===== src/rtl/idex_pkg.sv =====
// ---------------------------------------------------------------------------
// idex_pkg : shared request type and widths for the ID/EX and EX/MEM stages.
// Rev 1.0
// ---------------------------------------------------------------------------
`default_nettype none

package idex_pkg;

  localparam int DEFAULT_ADDR_W = 20;
  // datarw, dataena, IP_write, IP_read ride along with the address
  localparam int REQ_FLAG_W     = 4;

  typedef struct packed {
    logic [DEFAULT_ADDR_W-1:0] address;
    logic                      datarw;
    logic                      dataena;
    logic                      IP_write;
    logic                      IP_read;
  } mem_req_t;

endpackage : idex_pkg

`default_nettype wire


===== src/rtl/idex_slot.sv =====
// ---------------------------------------------------------------------------
// idex_slot : one valid+payload register of the request pipe.
// Rev 1.0
// ---------------------------------------------------------------------------
`default_nettype none

module idex_slot #(
  parameter int W = 24
) (
  input  logic         clk,
  input  logic         rst,
  input  logic         clr_i,
  input  logic         hold_i,
  input  logic         load_i,
  input  logic         empty_i,
  input  logic [W-1:0] data_i,
  output logic         valid_o,
  output logic [W-1:0] data_o
);

  logic         valid_q, valid_d;
  logic [W-1:0] data_q,  data_d;

  // Emptied slots drop to zero so no stale strobe reaches the output.
  always_comb begin
    valid_d = valid_q;
    data_d  = data_q;
    if (!hold_i) begin
      if (load_i) begin
        valid_d = 1'b1;
        data_d  = data_i;
      end else if (empty_i) begin
        valid_d = 1'b0;
        data_d  = '0;
      end
    end
  end

  always_ff @(posedge clk) begin
    if (rst || clr_i) begin
      valid_q <= 1'b0;
      data_q  <= '0;
    end else begin
      valid_q <= valid_d;
      data_q  <= data_d;
    end
  end

  assign valid_o = valid_q;
  assign data_o  = data_q;

endmodule : idex_slot

`default_nettype wire


===== src/rtl/idex_mem_pipe.sv =====
// ---------------------------------------------------------------------------
// idex_mem_pipe : STAGES-deep ID/EX memory-request pipe with valid/ready,
//                 stall, flush and per-slot bubble collapsing.
// Rev 1.0
// ---------------------------------------------------------------------------
`default_nettype none

module idex_mem_pipe
  import idex_pkg::*;
#(
  parameter int ADDR_W = idex_pkg::DEFAULT_ADDR_W,
  parameter int STAGES = 2,
  parameter int OCC_W  = $clog2(STAGES+1)
) (
  input  logic              clk,
  input  logic              rst,
  input  logic              stall_in,
  input  logic              flush,
  input  logic              in_valid,
  output logic              in_ready,
  input  logic [ADDR_W-1:0] address_in,
  input  logic              datarw_in,
  input  logic              dataena_in,
  input  logic              IP_write_in,
  input  logic              IP_read_in,
  output logic              out_valid,
  input  logic              out_ready,
  output logic [ADDR_W-1:0] address_out,
  output logic              datarw_out,
  output logic              dataena_out,
  output logic              IP_write_out,
  output logic              IP_read_out,
  output logic [OCC_W-1:0]  occupancy
);

  localparam int PAY_W = ADDR_W + REQ_FLAG_W;

  logic [STAGES-1:0] v;
  logic [STAGES-1:0] adv;
  logic [STAGES-1:0] load;
  logic [STAGES-1:0] empty;
  logic [PAY_W-1:0]  pay [STAGES];
  logic [PAY_W-1:0]  pay_in;
  logic              accept;
  logic              pop;
  logic [OCC_W-1:0]  occ_q, occ_d;

  assign pay_in = {address_in, datarw_in, dataena_in, IP_write_in, IP_read_in};

  // Advance ripples from the output end so a slot can move into a
  // successor that is itself moving on in the same cycle.
  always_comb begin
    adv         = '0;
    adv[STAGES-1] = v[STAGES-1] & out_ready & ~stall_in;
    for (int k = STAGES - 2; k >= 0; k--) begin
      adv[k] = v[k] & (~v[k+1] | adv[k+1]) & ~stall_in;
    end
  end

  assign in_ready = ~rst & ~stall_in & ~flush & (~v[0] | adv[0]);
  assign accept   = in_valid & in_ready;
  assign pop      = adv[STAGES-1];

  always_comb begin
    load  = '0;
    empty = '0;
    load[0] = accept;
    for (int k = 1; k < STAGES; k++) begin
      load[k] = adv[k-1];
    end
    empty = adv & ~load;
  end

  for (genvar k = 0; k < STAGES; k++) begin : g_slot
    logic [PAY_W-1:0] slot_d;
    if (k == 0) begin : g_head
      assign slot_d = pay_in;
    end else begin : g_body
      assign slot_d = pay[k-1];
    end

    idex_slot #(
      .W (PAY_W)
    ) u_slot (
      .clk     (clk),
      .rst     (rst),
      .clr_i   (flush),
      .hold_i  (stall_in),
      .load_i  (load[k]),
      .empty_i (empty[k]),
      .data_i  (slot_d),
      .valid_o (v[k]),
      .data_o  (pay[k])
    );
  end

  always_comb begin
    occ_d = occ_q;
    if (accept && !pop) begin
      occ_d = occ_q + 1'b1;
    end else if (!accept && pop) begin
      occ_d = occ_q - 1'b1;
    end
  end

  always_ff @(posedge clk) begin
    if (rst || flush) begin
      occ_q <= '0;
    end else begin
      occ_q <= occ_d;
    end
  end

  assign occupancy = occ_q;
  assign out_valid = v[STAGES-1];
  assign {address_out, datarw_out, dataena_out, IP_write_out, IP_read_out} = pay[STAGES-1];

endmodule : idex_mem_pipe

`default_nettype wire


===== config.mk =====
export PLATFORM = sky130hd
export DESIGN_NAME = idex_mem_pipe
export DESIGN_NICKNAME = d
export VERILOG_FILES = /design/src/rtl/idex_pkg.sv /design/src/rtl/idex_slot.sv /design/src/rtl/idex_mem_pipe.sv
export SDC_FILE = /design/constraint.sdc
export NUM_CORES = 1
export LEC_CHECK = 0
export BUFFER_PORTS_ARGS = -buffer_cell sky130_fd_sc_hd__buf_2
export CAP_MARGIN = 20
export CORE_UTILIZATION = 24
export CTS_CLUSTER_DIAMETER = 100
export CTS_CLUSTER_SIZE = 28
export DETAILED_ROUTE_END_ITERATION = 6
export SYNTH_ARGS = -nofsm -noshare
export SYNTH_HDL_FRONTEND = slang
export SYNTH_SLANG_ARGS = --single-unit

===== constraint.sdc =====
create_clock -name clk -period 1.7 [get_ports clk]
set_input_delay 0.085 -clock clk [delete_from_list [all_inputs] [get_ports clk]]
set_output_delay 0.085 -clock clk [all_outputs]
set_load 0.05 [all_outputs]

==> run metrics, run 1 <==
total core area=roughly 0.0083 mm²; Crit. End Element=primary output; Worst-Margin Slew=401 ps; largest family of logic cells by synthesized area=compound AO/OA/AOI/OAI gates; fin util=0.317; mux cell area share after synthesis=0.00484; RR Startpoint=g_slot[0].u_slot.valid_o; HPWL Detailed=3330 µm; Rel. slew slack=0.733; period utilization=0.920; Std-Cell Rows=33; crit path max fanout=25; Post-DRT Antenna Nets=0; syn avg cell area=10.7 µm²; global route total overflow=0; Hold Violations, Final=0; TritonCTS clock tree=done; Post-Syn Area=0.00207 mm²; RD Place Congestion=approximately 0.74; startpoint types=flip-flop; Tot Pwr=around 0.0023 W; Synth top area share=0.503; VDD IR-drop max=329 µV; layout cells sized above 1=0.409; antenna violations before repair=0; r2r setup slk=210 ps; leading cell type in the layout, fill and taps excluded=buf_2; routed len/inst=between 10 and 15 µm; Clk pin slew, worst setup/hold paths=100 ps; area of the die=around 0.009 mm²; syn nets=about 220; Ys Warns=0; sequential fraction of the synthesis area=0.503; fin crit period=around 1600 ps; Die X=94.8 µm; Min Hold Slack=approximately 27 ps; detailed-router iteration count before antenna repair=4; Synth Area in Adders=0.00605; Leakage=about 1.1 nW; count of cell types in the netlist=29; RSZ-0062 raised after global routing=no; Max Cap Viol=0; CP arrival=between 1000 and 1500 ps; Crit Path Category=reg -> out; simple-gate share of the synthesized area=0.168; # DRC=0; R2R cell count=6; I/O pin count=58; top post-synthesis cells by area=dfxtp_1, o31ai_2, a22o_1; final layout net count=around 280; cts bufs inserted=5; xor/xnor cell area share of the yosys netlist=0.00847; vias in the first global route=around 1.6k; first-pass GRT wire length=between 8000 and 9000 µm; Clock Skew=around 6.8 ps; Synth Area in Compound Gates=0.255; power per cell area=~880 mW/mm²; vias per inst=approximately 4.7; Min-Delay Startpoint=address_in[9]; Area growth, synth to finish=26.6%; outcome=completed; largest net degree at the start of global routing=29; Hold Crit Class=in -> reg; Routed WL=5160 µm; via count=between 1.5k and 2k; Initial Utilization=0.250; root buf cell=clkbuf_8; Yosys reg bits=52; drt first-iter violations=75; Max Slew Vio Count=0; Synth Instances=between 150 and 200; cell count after placement=around 340; WHS Path Cells=3; Chip Height=94.8 µm; antenna cell count=0; Max Root-Sink Buffers=2; most frequent cells in the layout=buf_2, dfxtp_1, nand2_1, nand4_1, a22o_1; Total Routing Usage GR=0.120; # Post-CTS Setup Buffers=0; clk sinks=between 50 and 60; cell taking the most area after synthesis=dfxtp_1; fmax=~640 MHz; Port Buffers=57; r2r endpoint=occupancy[1]; hold endpoint=g_slot[0].u_slot.data_o[13]; Fillers=a little under 900; # setup viols final=0; Crit path required time=1620 ps; worst-skew pair later-pin latency=300 ps; H-tree depth=2; Finished Layout Cells=352
what timing repair did:
item	4_1_cts	5_1_grt
gates resized for setup	0	1
hold buffers	0	0
endpoints found under the setup margin	0	1
worst max-delay path by stage:
stage | start | end | slack, ps
global placement | g_slot[0].u_slot.valid_o | occupancy[1] | 280
global route | g_slot[0].u_slot.valid_o | in_ready | 30
floorplan | g_slot[1].u_slot.valid_o | occupancy[1] | -90
finish | g_slot[0].u_slot.valid_o | in_ready | 140
CTS | g_slot[0].u_slot.valid_o | in_ready | 40
detailed placement | g_slot[0].u_slot.valid_o | occupancy[1] | 240
synthesized netlist by cell type:
cell type,n
nor2_2,1
mux2i_1,1
dfxtp_1,52
nand2b_1,1
a22o_1,24
buf_4,2
o31ai_4,1
nand4_1,24
buf_2,6
a21oi_1,3
nand3b_4,1
or3_1,1
xor2_1,2
nand3b_1,1
o21a_1,1
nand2_1,26
inv_1,1
buf_6,3
nor2b_1,1
o31ai_1,5
or2_2,1
and3_1,1
o31ai_2,18
nor2_1,3
and2b_1,1
nor3_4,1
ha_1,1
clkbuf_1,8
o21ai_0,2
worst max-delay path: stages, from the launching register on:
cell and delay, ps:
dfxtp_1 370, nand3b_4 100, buf_6 230, nand2_1 70, nor2_1 130, buf_2 280
stage by stage:
step | area (µm²) | setup TNS [ps] | setup slack [ps]
floorplan | 2090 | -93.2 | -93.2
global placement | 2490 | 0 | 285
detailed placement | 2490 | 0 | 235
CTS | 2610 | 0 | 36.7
global route | 2620 | 0 | 33.1
finish | 2620 | 0 | 137
power by group:
part | total [W] | switching [W] | internal, W | leakage [nW]
Clock | 0.000895 | 0.000413 | 0.000482 | 0.0614
Sequential | 0.00124 | 0.00000846 | 0.00123 | 0.421
Combinational | 0.000157 | 0.0000963 | 0.0000605 | 0.634
Total | 0.00229 | 0.000518 | 0.00177 | 1.12
state kept, by name, indices dropped and copies added (netlist names):
name and flops:
g_slot.u_slot.data_o 48, occupancy 2, g_slot.u_slot.valid_o 2
area by class of cell:
cell class	count	area, µm²	share of cell area
flip-flops and latches	52	1040	0.399
multi-input cells	121	942	0.360
repair buffers	65	374	0.143
well taps	105	131	0.0502
clock buffers	6	82.6	0.0315
clock inverters	2	38.8	0.0148
inverters	1	3.75	0.00143
per-layer routing:
layer	vias to the layer above	share of wire	GRT usage
met5	-	0	0
met4	0	0.014	0.0417
met3	5	0.046	0.0274
met2	39	0.49	0.196
met1	803	0.45	0.154
li1	823	-	-
kinds of logic after synthesis:
family,after synthesis
AO/OA/AOI/OAI,54
XOR/XNOR,2
adder cells (fa/ha/maj),1
buffers and inverters,20
flip-flops,52
multiplexers,1
AND/OR/NAND/NOR,63
(Power assumes the default switching activity.)
==> run 2: changes to the inputs <==
==> constraint.sdc (replaced) <==
create_clock -name clk -period 1.3 [get_ports clk]
set_input_delay 0.065 -clock clk [delete_from_list [all_inputs] [get_ports clk]]
set_output_delay 0.065 -clock clk [all_outputs]
set_load 0.05 [all_outputs]
==> run 2 against run 1 <==
  * The flow now finishes with violations (setup timing)
  * Largest cell class unchanged
  * Clock skew is 1.5 ps lower
  * Via count increased by 7.0%
  * Critical endpoint is now occupancy[1]
  * Wire length rose by 12%
==> run metrics, run 2 (synthesized netlist as in run 1, its figures left out) <==
Chip Height=94.8 µm (unchanged); area of the die=0.00899 mm² (unchanged); HPWL Detailed=3540 µm (+6.1%); drt first-iter violations=71 (-5.3%); Switch Pwr=0.000685 W (+32%); Std-Cell Rows=33 (unchanged); Crit-path slowest cell=dfxtp_4; Hold Violations, Final=0 (unchanged); Clk pin slew, worst setup/hold paths=90 ps (about the same); CP arrival=1690 ps (+210 ps); outcome=finished with violations; Crit Path Category=reg -> reg; Max Cap Viol=0 (unchanged); layout cells sized above 1=0.496 (+0.0873); Total Routing Usage GR=0.131 (+0.0106); total core area=0.00826 mm² (unchanged); first-pass GRT wire length=8880 µm (+7.6%); met1 usage=0.172 (+0.0173); Post-DRT Antenna Nets=0 (unchanged); max reg flops=48 (unchanged); detailed-router iteration count before antenna repair=4 (unchanged); worst-skew pair later-pin latency=310 ps (about the same); largest net degree at the start of global routing=28 (-3.4%); power share of the sequential group=0.526 (-0.015); fmax=690 MHz; Crit path largest cell delay=390 ps (+20 ps); crit path max fanout=4 (-84%); Min Hold Slack=5.86 ps (-20.9 ps); global-route track usage on met2=0.210 (+0.0144); WHS Path Cells=3 (unchanged); power per cell area=1040 mW/mm² (+19%); root buf cell=clkbuf_8; routed len/inst=15.5 µm (+6.2%); GRT busiest layer=met2; leading cell type in the layout, fill and taps excluded=buf_2; # setup viols final=45 (+45); antenna violations before repair=0 (unchanged); Crit path required time=1550 ps (-70 ps); # DRC=0 (unchanged); Clock Skew=5.35 ps (-1.49 ps); via count=1787 (+7.0%); Port Buffers=57 (unchanged); most frequent cells in the layout=buf_2, dfxtp_1, nand2_1, nand4_1, a22o_1; Max Root-Sink Buffers=2 (unchanged); VDD IR-drop max=347 µV (+5.5%); Crit. End Element=flip-flop; vias in the first global route=1705 (+5.1%); RSZ-0062 raised after global routing=yes; R2R cell count=6 (unchanged); clock share of power=0.394 (+0.003); fin crit period=around 1400 ps; antenna cell count=0 (unchanged); I/O pin count=58 (unchanged); met3 Resource Use GR=0.0258 (-0.00161); startpoint types=flip-flop; combinational power share=0.079 (+0.011); CP cell instances=nand3b_4, and3_4, ha_4, xor2_2, or3_4, a21oi_2; period utilization=1.11; Rel. slew slack=0.698 (-0.0349); r2r endpoint=occupancy[1]; Area growth, synth to finish=42.9%; Hold Crit Class=in -> reg; fin util=0.358 (+0.0409); failing checks=setup timing; Worst setup startpoint=g_slot[1].u_slot.valid_o; Die X=94.8 µm (unchanged); pre-CTS setup slack=-123 ps (-358 ps); final worst setup slack=-148 ps (-285 ps); H-tree depth=2 (unchanged); clk sinks=52 (unchanged); Leakage=1.28 nW (+15%); global route total overflow=0 (unchanged); Max Slew Vio Count=0 (unchanged); Min-Delay Startpoint=address_in[4]; Sw Ratio=0.222 (-0.00372); r2r setup slk=-150 ps (-360 ps); RD Place Congestion=0.727 (-2.4%); RR Startpoint=g_slot[1].u_slot.valid_o; Worst-Margin Slew=453 ps (+52.3 ps); TritonCTS clock tree=done; final layout net count=297 (+7.2%); Routed WL=5770 µm (+12%); hold endpoint=g_slot[0].u_slot.data_o[8]; vias per inst=4.82 (+1.5%); Initial Utilization=0.250 (unchanged); cts bufs inserted=5 (unchanged); Int Power=0.00240 W (+35%)
==> run 2: changes by cell type in the layout (fill, tap and decap cells not counted), sizes merged <==
| cell | delta |
|---|---|
| dlygate4sd3 | +1 |
| buf | +17 |
| clkbuf | +2 |
| clkinv | -1 |
==> run 2: how the worst max path moves through the flow <==
stage	endpoint	slack (ps)	cells after the start
after CTS	occupancy[1]	-140	6
after floorplan	occupancy[1]	-490	8
final	occupancy[1]	-150	6
after global placement	occupancy[1]	-80	6
after global routing	occupancy[1]	-210	6
after detailed placement	occupancy[1]	-120	6
==> run 2: area by class of cell <==
class	instances	area, µm²
sequential	52	1050
tap	105	131
inverter	1	3.75
fill	837	5300
clock buffer	6	93.8
timing repair buffer	85	634
clock inverter	1	30.0
multi-input combinational	121	1020
==> run 2: metal layers <==
| layer | part of all wire | routed length, µm | vias up |
|---|---|---|---|
| met2 | 0.49 | 2800 | 34 |
| met3 | 0.037 | 215 | 5 |
| li1 | - | - | 870 |
| met5 | 0 | 0 | - |
| met4 | 0.015 | 84 | 0 |
| met1 | 0.46 | 2670 | 878 |
==> run 2: power groups by stage <==
stage	combinational [W]	clock, W	sequential, W
floorplan	0.000114	0	0.00166
finish	0.000245	0.00121	0.00162
global route	0.000266	0.00133	0.00163
global placement	0.000218	0	0.00166
detailed placement	0.000219	0	0.00166
CTS	0.000243	0.00124	0.00162
==> run 2: what timing repair did <==
action	CTS	global route
endpoints found under the hold margin	1	0
buffers inserted	4	6
hold buffers	1	0
gates cloned	2	2
gates resized for setup	19	18
pin swaps	4	4
setup endpoints to repair	50	51
==> run 2: worst max-delay path: cells and delay by family, from the launching register on <==
kind | cells | cell delay (ps)
flops | 1 | 390
xor+xnor | 1 | 150
fa+ha+maj | 1 | 150
simple gates | 3 | 570
compound gates | 1 | 130
==> run 2: stage by stage <==
stage	power (W)	cells	area, µm²	setup TNS (ps)
3_5_place_dp	0.00188	352	2560	-1160
6_report	0.00308	371	2960	-2180
3_3_place_gp	0.00188	352	2560	-471
2_1_floorplan	0.00178	193	2110	-765
5_1_grt	0.00322	371	2960	-4840
4_1_cts	0.00311	366	2850	-2610
==> run 3: changes to the inputs <==
--- a/config.mk
+++ b/config.mk
@@ -11,6 +11,7 @@
 export CTS_CLUSTER_DIAMETER = 100
 export CTS_CLUSTER_SIZE = 28
 export DETAILED_ROUTE_END_ITERATION = 6
+export SETUP_SLACK_MARGIN = 0.3
 export SYNTH_ARGS = -nofsm -noshare
 export SYNTH_HDL_FRONTEND = slang
 export SYNTH_SLANG_ARGS = --single-unit
==> run 3 against run 2 <==
  * The flow still finishes with violations (setup timing)
  * First-iteration DRC count is 30% lower
  * Clock power is 20% lower
  * Die area did not move
  * Non-clock buffer count up 2
  * Highest routed layer unchanged
  * Sequential share of layout area is 1.2 points lower
  * Clock skew down 1.7 ps
==> run metrics, run 3 (synthesized netlist as in run 1, its figures left out) <==
largest net degree at the start of global routing=26 (-7.1%); routed len/inst=15.3 µm (-1.9%); hold endpoint=g_slot[0].u_slot.data_o[22]; combinational power share=0.093 (+0.014); power share of the sequential group=0.569 (+0.043); startpoint types=flip-flop; Crit path required time=1540 ps (about the same); Sw Ratio=0.242 (+0.0196); final layout net count=299 (+0.67%); global route total overflow=0 (unchanged); Crit. End Element=flip-flop; max reg flops=48 (unchanged); Max Root-Sink Buffers=2 (unchanged); fmax=685 MHz (-0.81%); period utilization=1.12 (+0.00913); vias per inst=4.71 (-2.2%); RD Place Congestion=0.690 (-5.1%); Min Hold Slack=16.9 ps (+11.0 ps); antenna violations before repair=0 (unchanged); H-tree depth=2 (unchanged); Min-Delay Startpoint=address_in[18]; Area growth, synth to finish=48.2%; r2r endpoint=occupancy[1]; Total Routing Usage GR=0.129 (-0.00145); # DRC=0 (unchanged); Port Buffers=57 (unchanged); total core area=0.00826 mm² (unchanged); Clk pin slew, worst setup/hold paths=90 ps (about the same); HPWL Detailed=3520 µm (-0.53%); CP arrival=1700 ps (about the same); antenna cell count=0 (unchanged); VDD IR-drop max=315 µV (-9.2%); Post-DRT Antenna Nets=0 (unchanged); layout cells sized above 1=0.491 (-0.00553); Leakage=1.25 nW (-2.3%); Crit path largest cell delay=380 ps (about the same); clk sinks=52 (unchanged); WHS Path Cells=3 (unchanged); power per cell area=931 mW/mm² (-11%); RSZ-0062 raised after global routing=yes; r2r setup slk=-160 ps (about the same); I/O pin count=58 (unchanged); Worst-Margin Slew=311 ps (-142 ps); via count=1762 (-1.4%); vias in the first global route=1753 (+2.8%); failing checks=setup timing; Rel. slew slack=0.793 (+0.0945); root buf cell=clkbuf_8; Crit-path slowest cell=dfxtp_4; Tot Pwr=0.00285 W (-7.4%); crit path max fanout=4 (unchanged); Hold Violations, Final=0 (unchanged); Worst setup startpoint=g_slot[1].u_slot.valid_o; clock share of power=0.338 (-0.056); area of the die=0.00899 mm² (unchanged); Max Cap Viol=0 (unchanged); cts bufs inserted=5 (unchanged); first-pass GRT wire length=8760 µm (-1.4%); final worst setup slack=-160 ps (-11.9 ps); Die X=94.8 µm (unchanged); detailed-router iteration count before antenna repair=4 (unchanged); RR Startpoint=g_slot[1].u_slot.valid_o; Switch Pwr=0.000690 W (+0.77%); Initial Utilization=0.250 (unchanged); Chip Height=94.8 µm (unchanged); leading cell type in the layout, fill and taps excluded=dfxtp_1; Crit Path Category=reg -> reg; TritonCTS clock tree=done; Max Slew Vio Count=0 (unchanged); Clock Skew=3.66 ps (-1.69 ps); most frequent cells in the layout=dfxtp_1, buf_2, buf_4, nand2_1; R2R cell count=6 (unchanged); worst-skew pair later-pin latency=300 ps (about the same); drt first-iter violations=50 (-30%); CP cell instances=nand3b_4, and3_4, ha_4, xor2_2, or3_4, a21oi_2; # setup viols final=37 (-18%); outcome=finished with violations; Int Power=0.00216 W (-9.7%); Hold Crit Class=in -> reg; fin crit period=1460 ps (+11.9 ps); Routed WL=5710 µm (-1.1%); Std-Cell Rows=33 (unchanged)
## run 3: cell count changes in the layout (fill, tap and decap cells not counted), moves of 2 or more
cell           previous run  this run
o31ai_4                   2         9
dlygate4sd3_1             1         5
clkbuf_16                 3         1
buf_2                    56        29
buf_6                     7        10
clkbuf_4                  0         9
buf_4                    13        27
o31ai_2                  22        15
## run 3: area by class of cell
cell class,instances,area [µm²]
clock buffer,6,82.6
clock inverter,2,13.8
fill,836,5190
inverter,1,3.75
multi-input combinational,121,1080
sequential,52,1050
tap,105,131
timing repair buffer,87,708
## run 3: how the worst max path moves through the flow
stage,slack [ps],end
after floorplan,-490,occupancy[1]
after global routing,-210,occupancy[1]
after global placement,-110,g_slot[1].u_slot.data_o[23]
after CTS,-160,occupancy[1]
final,-160,occupancy[1]
after detailed placement,-150,occupancy[1]
## run 3: power by group through the flow
| stage | Sequential (W) | Clock [W] | Combinational (W) |
|---|---|---|---|
| 6_report | 0.00162 | 0.000966 | 0.000266 |
| 5_1_grt | 0.00163 | 0.00110 | 0.000286 |
| 4_1_cts | 0.00162 | 0.00101 | 0.000233 |
| 3_5_place_dp | 0.00166 | 0 | 0.000216 |
| 3_3_place_gp | 0.00166 | 0 | 0.000214 |
| 2_1_floorplan | 0.00166 | 0 | 0.000121 |
## run 3: stage by stage
stage	util	TNS (ps)	setup WS, ps	area, µm²	cells
floorplan	-	-760	-491	2140	193
global placement	0.309	-2710	-112	2550	352
detailed placement	0.309	-3090	-149	2550	352
CTS	0.337	-1690	-155	2790	368
global route	0.371	-2930	-215	3070	374
finish	0.371	-1020	-160	3070	374
## run 3: critical path, delay by kind of cell, from the launching register on
kind	cells	cell delay, ps
AO/OA/AOI/OAI	1	120
flip-flops	1	380
AND/OR/NAND/NOR	3	590
XOR/XNOR	1	140
adder cells (fa/ha/maj)	1	160
## run 3: metal layers
metal  global-route usage  vias to the layer above  wire length [µm]
li1                     -                      875                 -
met1                0.162                      845              2550
met2                0.212                       36              2810
met3               0.0346                        6               267
met4               0.0455                        0                80
met5                    0                        -                 0
## run 3: timing repair
item / in CTS / in global routing
buffers inserted: 3 / 2
resized for setup: 23 / 62
hold buffers: 3 / 2
gates cloned: 2 / 2
endpoints found under the hold margin: 3 / 2
pin swaps: 3 / 2
endpoints found under the setup margin: 58 / 75
